**src/rtl/writeback_unit_pkg.sv**
```systemverilog
// Shared core constants: write-back source selects and
// write-back controller state encodings.
package writeback_unit_pkg;

  typedef enum logic [3:0] {
    WB_ALU   = 4'd0,
    WB_MEMB  = 4'd1,
    WB_MEMBU = 4'd2,
    WB_MEMH  = 4'd3,
    WB_MEMHU = 4'd4,
    WB_MEMW  = 4'd5,
    WB_MEMWU = 4'd6,
    WB_MEMD  = 4'd7,
    WB_PC    = 4'd8,
    WB_CSR   = 4'd9
  } wb_sel_e;

  typedef enum logic [1:0] {
    RUN      = 2'd0,
    REDIRECT = 2'd1,
    HALT     = 2'd2
  } wb_state_e;

endpackage

```
**src/rtl/writeback_unit_load_align.sv**
```systemverilog
// Load data extraction: picks byte/half/word at the load
// offset and sign- or zero-extends it to XLEN.
module wb_load_align
  import writeback_unit_pkg::*;
#(
  parameter int XLEN = 32,
  localparam int OW = $clog2(XLEN / 8)
) (
  input  logic [XLEN-1:0] rdata,
  input  logic [OW-1:0]   off,
  input  logic [3:0]      sel,
  output logic [XLEN-1:0] data
);

  logic [OW-1:0] hoff;
  logic [OW-1:0] woff;
  logic [7:0]    b8;
  logic [15:0]   h16;
  logic [31:0]   w32;

  // Halfword/word accesses ignore the sub-alignment offset bits.
  assign hoff = off & ~OW'(1);
  assign woff = off & ~OW'(3);
  assign b8   = rdata[{off, 3'b000} +: 8];
  assign h16  = rdata[{hoff, 3'b000} +: 16];
  assign w32  = rdata[{woff, 3'b000} +: 32];

  always_comb begin
    data = rdata;
    case (wb_sel_e'(sel))
      WB_MEMB:  data = XLEN'($signed(b8));
      WB_MEMBU: data = XLEN'(b8);
      WB_MEMH:  data = XLEN'($signed(h16));
      WB_MEMHU: data = XLEN'(h16);
      WB_MEMW:  data = XLEN'($signed(w32));
      WB_MEMWU: data = XLEN'(w32);
      default:  data = rdata;
    endcase
  end

endmodule

```
**src/rtl/writeback_unit.sv**
```systemverilog
// Write-back stage: register file with bypassed read ports,
// retire counter and redirect/halt controller.
module writeback_unit
  import writeback_unit_pkg::*;
#(
  parameter int XLEN = 32,
  parameter int NREG = 32,
  parameter logic [XLEN-1:0] EXIT_PC = XLEN'(32'hffffff00),
  parameter logic [XLEN-1:0] SP_INIT = XLEN'(32'h00002000),
  localparam int AW = $clog2(NREG),
  localparam int OW = $clog2(XLEN / 8)
) (
  input  logic            clk,
  input  logic            rst_n,
  input  logic            in_valid,
  output logic            in_ready,
  input  logic [XLEN-1:0] in_pc,
  input  logic [XLEN-1:0] in_alu_out,
  input  logic [XLEN-1:0] in_mem_rdata,
  input  logic [XLEN-1:0] in_csr_rdata,
  input  logic [XLEN-1:0] in_br_target,
  input  logic [XLEN-1:0] in_trap_vector,
  input  logic [3:0]      in_wb_sel,
  input  logic [OW-1:0]   in_mem_off,
  input  logic [AW-1:0]   in_wb_addr,
  input  logic            in_rf_wen,
  input  logic            in_br_flg,
  input  logic            in_jmp_flg,
  input  logic            in_trap,
  input  logic [AW-1:0]   rs1_addr,
  input  logic [AW-1:0]   rs2_addr,
  output logic [XLEN-1:0] rs1_data,
  output logic [XLEN-1:0] rs2_data,
  output logic            redirect_valid,
  output logic [XLEN-1:0] redirect_pc,
  output logic [63:0]     instret,
  output logic            exit
);

  wb_state_e       state, state_nxt;
  logic [XLEN-1:0] rf [NREG];
  logic [XLEN-1:0] load_data;
  logic [XLEN-1:0] wr_data;
  logic [XLEN-1:0] redir_nxt;
  logic            accept;
  logic            wr_en;
  logic            redir_req;

  wb_load_align #(.XLEN(XLEN)) u_align (
    .rdata (in_mem_rdata),
    .off   (in_mem_off),
    .sel   (in_wb_sel),
    .data  (load_data)
  );

  assign in_ready       = (state == RUN);
  assign redirect_valid = (state == REDIRECT);
  assign exit           = (state == HALT);
  assign accept    = in_valid & in_ready;
  assign wr_en     = accept & in_rf_wen & (in_wb_addr != '0);
  assign redir_req = in_br_flg | in_jmp_flg | in_trap;

  always_comb begin
    wr_data = in_alu_out;
    case (wb_sel_e'(in_wb_sel))
      WB_MEMB, WB_MEMBU, WB_MEMH, WB_MEMHU,
      WB_MEMW, WB_MEMWU, WB_MEMD:
        wr_data = load_data;
      WB_PC:   wr_data = in_pc + XLEN'(4);
      WB_CSR:  wr_data = in_csr_rdata;
      default: wr_data = in_alu_out;
    endcase
  end

  always_comb begin
    redir_nxt = in_trap_vector;
    if (in_br_flg)
      redir_nxt = in_br_target;
    else if (in_jmp_flg)
      redir_nxt = {in_alu_out[XLEN-1:1], 1'b0};
  end

  // Halting at EXIT_PC takes priority over any redirect.
  always_comb begin
    state_nxt = state;
    case (state)
      RUN: begin
        if (accept && in_pc == EXIT_PC)
          state_nxt = HALT;
        else if (accept && redir_req)
          state_nxt = REDIRECT;
      end
      REDIRECT: state_nxt = RUN;
      HALT:     state_nxt = HALT;
      default:  state_nxt = RUN;
    endcase
  end

  always_ff @(posedge clk or negedge rst_n) begin
    if (!rst_n) begin
      state       <= RUN;
      redirect_pc <= '0;
      instret     <= '0;
    end else begin
      state <= state_nxt;
      if (accept)
        instret <= instret + 64'd1;
      if (accept && redir_req)
        redirect_pc <= redir_nxt;
    end
  end

  always_ff @(posedge clk or negedge rst_n) begin
    if (!rst_n) begin
      for (int i = 0; i < NREG; i++)
        rf[i] <= (i == 2) ? SP_INIT : '0;
    end else if (wr_en) begin
      rf[in_wb_addr] <= wr_data;
    end
  end

  always_comb begin
    rs1_data = rf[rs1_addr];
    if (wr_en && in_wb_addr == rs1_addr)
      rs1_data = wr_data;
    if (rs1_addr == '0)
      rs1_data = '0;
  end

  always_comb begin
    rs2_data = rf[rs2_addr];
    if (wr_en && in_wb_addr == rs2_addr)
      rs2_data = wr_data;
    if (rs2_addr == '0)
      rs2_data = '0;
  end

endmodule

```
**config.mk**
```make
export PLATFORM = sky130hd
export DESIGN_NAME = writeback_unit
export DESIGN_NICKNAME = d
export VERILOG_FILES = /design/src/rtl/writeback_unit_pkg.sv /design/src/rtl/writeback_unit_load_align.sv /design/src/rtl/writeback_unit.sv
export SDC_FILE = /design/constraint.sdc
export NUM_CORES = 2
export LEC_CHECK = 0
export CELL_PAD_IN_SITES_DETAIL_PLACEMENT = 0
export CELL_PAD_IN_SITES_GLOBAL_PLACEMENT = 1
export CORE_MARGIN = 2
export CORE_UTILIZATION = 48
export DETAILED_ROUTE_END_ITERATION = 7
export PLACE_DENSITY_LB_ADDON = 0.1
export SETUP_SLACK_MARGIN = 0.1
export SYNTH_ARGS = -nofsm -noshare
export SYNTH_HDL_FRONTEND = slang
export SYNTH_SLANG_ARGS = --single-unit
```
**constraint.sdc**
```tcl
create_clock -name clk -period 2.8 [get_ports clk]
set_input_delay 0.28 -clock clk [delete_from_list [all_inputs] [get_ports clk]]
set_output_delay 0.28 -clock clk [all_outputs]
set_load 0.05 [all_outputs]
```
==> impl_metrics.yaml <==
timing:
  hold_viol_final: 0
  skew_ns: 0.0267
  maxSlewViolCount: 0
  clock.fmax_mhz: 306
  slew-limit-headroom_pct: 31.0
  period_needed_ns: 3.26
  tns_ns: -21.58
  setup_viol: 64
  rsz0062_at_grt: "yes"
  tightest_slew_ns: 1.03
  finalCritPeriodShare_pct: 117
  worst_slack_ns: -0.464
synthesis:
  ys_top_cells_by_area: "dfrtp_1 (46%), mux4_2 (17%), o21ai_0 (7.3%)"
  synth_top_area_cell: "dfrtp_1"
  synthFlopType: "dfrtp_1"
  synth_common_cells: "nand2_1 (1131), dfrtp_1 (1121), o21ai_0 (887)"
  post-synth-top-count-cell: "nand2_1"
  yosysWarnings: 0
  yosysSeqAreaShare_pct: 46.4
  syn_nets: 5996
  syn_area_um2: 60500
  yosysUniqueCellTypes: 91
  synth.avg_cell_area_um2: 10.5
  netlist.area_leader.share_pct: 46.3
  yosys_register_bits: 1122
  synth_edf_count: 0
  syn_inst: 5773
  synth-async-reset-ratio_pct: 100
clock_tree:
  cts.sinks: 1122
  max-clock-path-buffers: 3
  clkLatencyLatePin_ns: 0.78
  cts_tree: "yes"
  clk_pin_slew_ns: 0.06
  cts_root_buf: "clkbuf_16"
  cts_max_level: 4
  cts_buffers: 133
final_layout:
  syn_to_final_growth_pct: 29.1
  final_cells: 8210
  layout.nets: 6686
  layout-drive-gt1-share_pct: 27.1
floorplan:
  fp-row-count: 130
  die_x_um: 359
  io_pins: 383
  dieArea_um2: 129000
  core_um2: 125000
  start_util_pct: 48.3
  die_h_um: 359
critical_path:
  end_kind: "output port"
  slowest_delay_ns: 0.40
  worst_path_most_repeated_cell: "buf_6"
  critPathRequiredTime_ns: 2.52
  cp_data_arrival_time_ns: 2.98
  critPathLaunch: "state[1]"
  worstRegToRegCells: 11
  path_class: "register to output port"
  r2r-start: "state[1]"
  start_kind: "register"
  r2r_end: "rf[655]"
  path_cells: "nor3b_4, buf_12, o311a_4, nand4_1, buf_6, buf_16, a31oi_4, a21boi_4, buf_6, buf_8"
  regToRegSetupSlack_ns: 0.20
  path_max_fanout: 7
  cp_slowest_cell: "dfrtp_1"
power:
  p_leak_nw: 34.0
  irDropWorstVdd_mv: 0.572
  power_density_nw_per_um2: 615
  power_mw: 48.1
global_routing:
  antenna_found_initial: 6
  gr-usage-met3_pct: 8.66
  busiest_layer: "met2"
  grt_usage_pct: 36.2
  grt_pass1_wl_um: 345000
  first_global_vias: 50932
  grt_max_degree: 110
  gr-total-overflow: 0
  use_met1_pct: 51.2
  use_met2_pct: 54.4
run_status:
  violations: "negative setup slack"
  outcome: "finished, violations left"
hold_path:
  min_path_type: "input port to async pin"
job:
  cap_violations: 0
placed_design:
  placed_cells: 7932
  place_congestion: 0.922
  port_buffers: 382
  dpl.hpwl_um: 164000
drt:
  drc_errors: 0
  dr.pass1.iters: 7
  postRouteAntennaNets: 0
  first_iter_violations: 5734
  totalWireLength_um: 233000
  vias_per_cell: 6.22
  routed-via-count: 51038
  wl_per_cell_um: 28.4
cells in the final DEF, fill, tap and decap left out, drive strengths merged, types with 7 or more instances in the layout:
cell type / n
a211oi: 36
a21o: 8
a21oi: 215
a221o: 8
a221oi: 38
a222oi: 11
a22oi: 101
a31oi: 10
and2: 17
and3: 25
and4: 11
buf: 825
bufinv: 8
clkbuf: 193
clkdlybuf4s50: 296
clkinv: 28
dfrtp: 1121
dlymetal6s2s: 7
inv: 23
mux2: 13
mux2i: 244
mux4: 464
nand2: 1131
nand3: 70
nand4: 35
nor2: 257
nor2b: 22
nor3: 36
nor3b: 12
nor4: 14
o211ai: 8
o21ai: 1020
o221ai: 22
o22ai: 33
or2: 9
xnor2: 64
xor2: 32
per-stage QoR:
stage	hold slack, ns	worst slack [ns]	cell area (um^2)	util, %
after detailed placement	0.259	-0.625	72300	57.7
after global routing	0.0526	-0.532	78200	62.3
after global placement	0.254	-0.642	72300	57.7
final	0.0210	-0.464	78200	62.3
after CTS	0.0204	-0.477	77700	62.0
after floorplan	-0.0156	-0.232	60900	-
worst max path at each step:
stage                    to  slack [ns]
3_5_place_dp    rs2_data[0]       -0.63
2_1_floorplan  rs2_data[23]       -0.23
5_1_grt         rs2_data[3]       -0.53
4_1_cts         rs2_data[3]       -0.48
6_report        rs2_data[3]       -0.46
3_3_place_gp    rs2_data[0]       -0.64
routing by layer:
| metal | part of all wire (%) | up-vias |
|---|---|---|
| met5 | 0.015 | - |
| met4 | 3.9 | 6 |
| met3 | 9.4 | 461 |
| met2 | 45 | 2309 |
| met1 | 42 | 25878 |
| li1 | - | 22384 |
state kept, by name, indices dropped and copies added (netlist names):
register and count:
state 2, rf 1024, redirect_pc 32, instret 64
where the power goes:
part / switching [mW] / internal, mW / total (mW)
Sequential: 1.49 / 18.1 / 19.6
Combinational: 5.82 / 4.96 / 10.8
Clock: 7.19 / 10.5 / 17.7
logic make-up (layout without fill, tap and decap cells):
| logic type | count (synthesis) | in the layout | share of synthesized area (%) |
|---|---|---|---|
| AOI/OAI and AO/OA | 1562 | 1562 | 14.8 |
| xor gates and xnor gates | 96 | 96 | 1.39 |
| adders and majority gates | 3 | 3 | 0.0620 |
| buffers and inverters | 601 | 1386 | 4.30 |
| DFF | 1122 | 1122 | 46.4 |
| muxes | 721 | 721 | 21.5 |
| other | 0 | 2 | 0 |
| and+or+nand+nor | 1668 | 1668 | 11.5 |
repair_timing:
item,4_1_cts,5_1_grt
pin swaps,35,21
buffers inserted,32,10
hold buffers,1,0
hold endpoints to repair,162,0
setup endpoints to repair,64,207
gates resized for setup,162,61
gates cloned,0,3
critical path: cells and delay by family, from the launching register on:
kind                   cells  cell delay (ns)
AOI/OAI and AO/OA          3             0.60
DFF                        1             0.40
and+or+nand+nor            2             0.39
buffers and inverters      5             0.81
layout make-up:
type	count	area, um^2
fillers	10188	47300
repair buffers	1135	12300
inverters	21	78.8
diodes	2	5.00
flip-flops and latches	1122	28100
multi-input cells	4050	31200
well taps	1650	2060
clock inverters	41	500
clock buffers	189	3930
No activity file was read; power rests on OpenSTA's default activity.
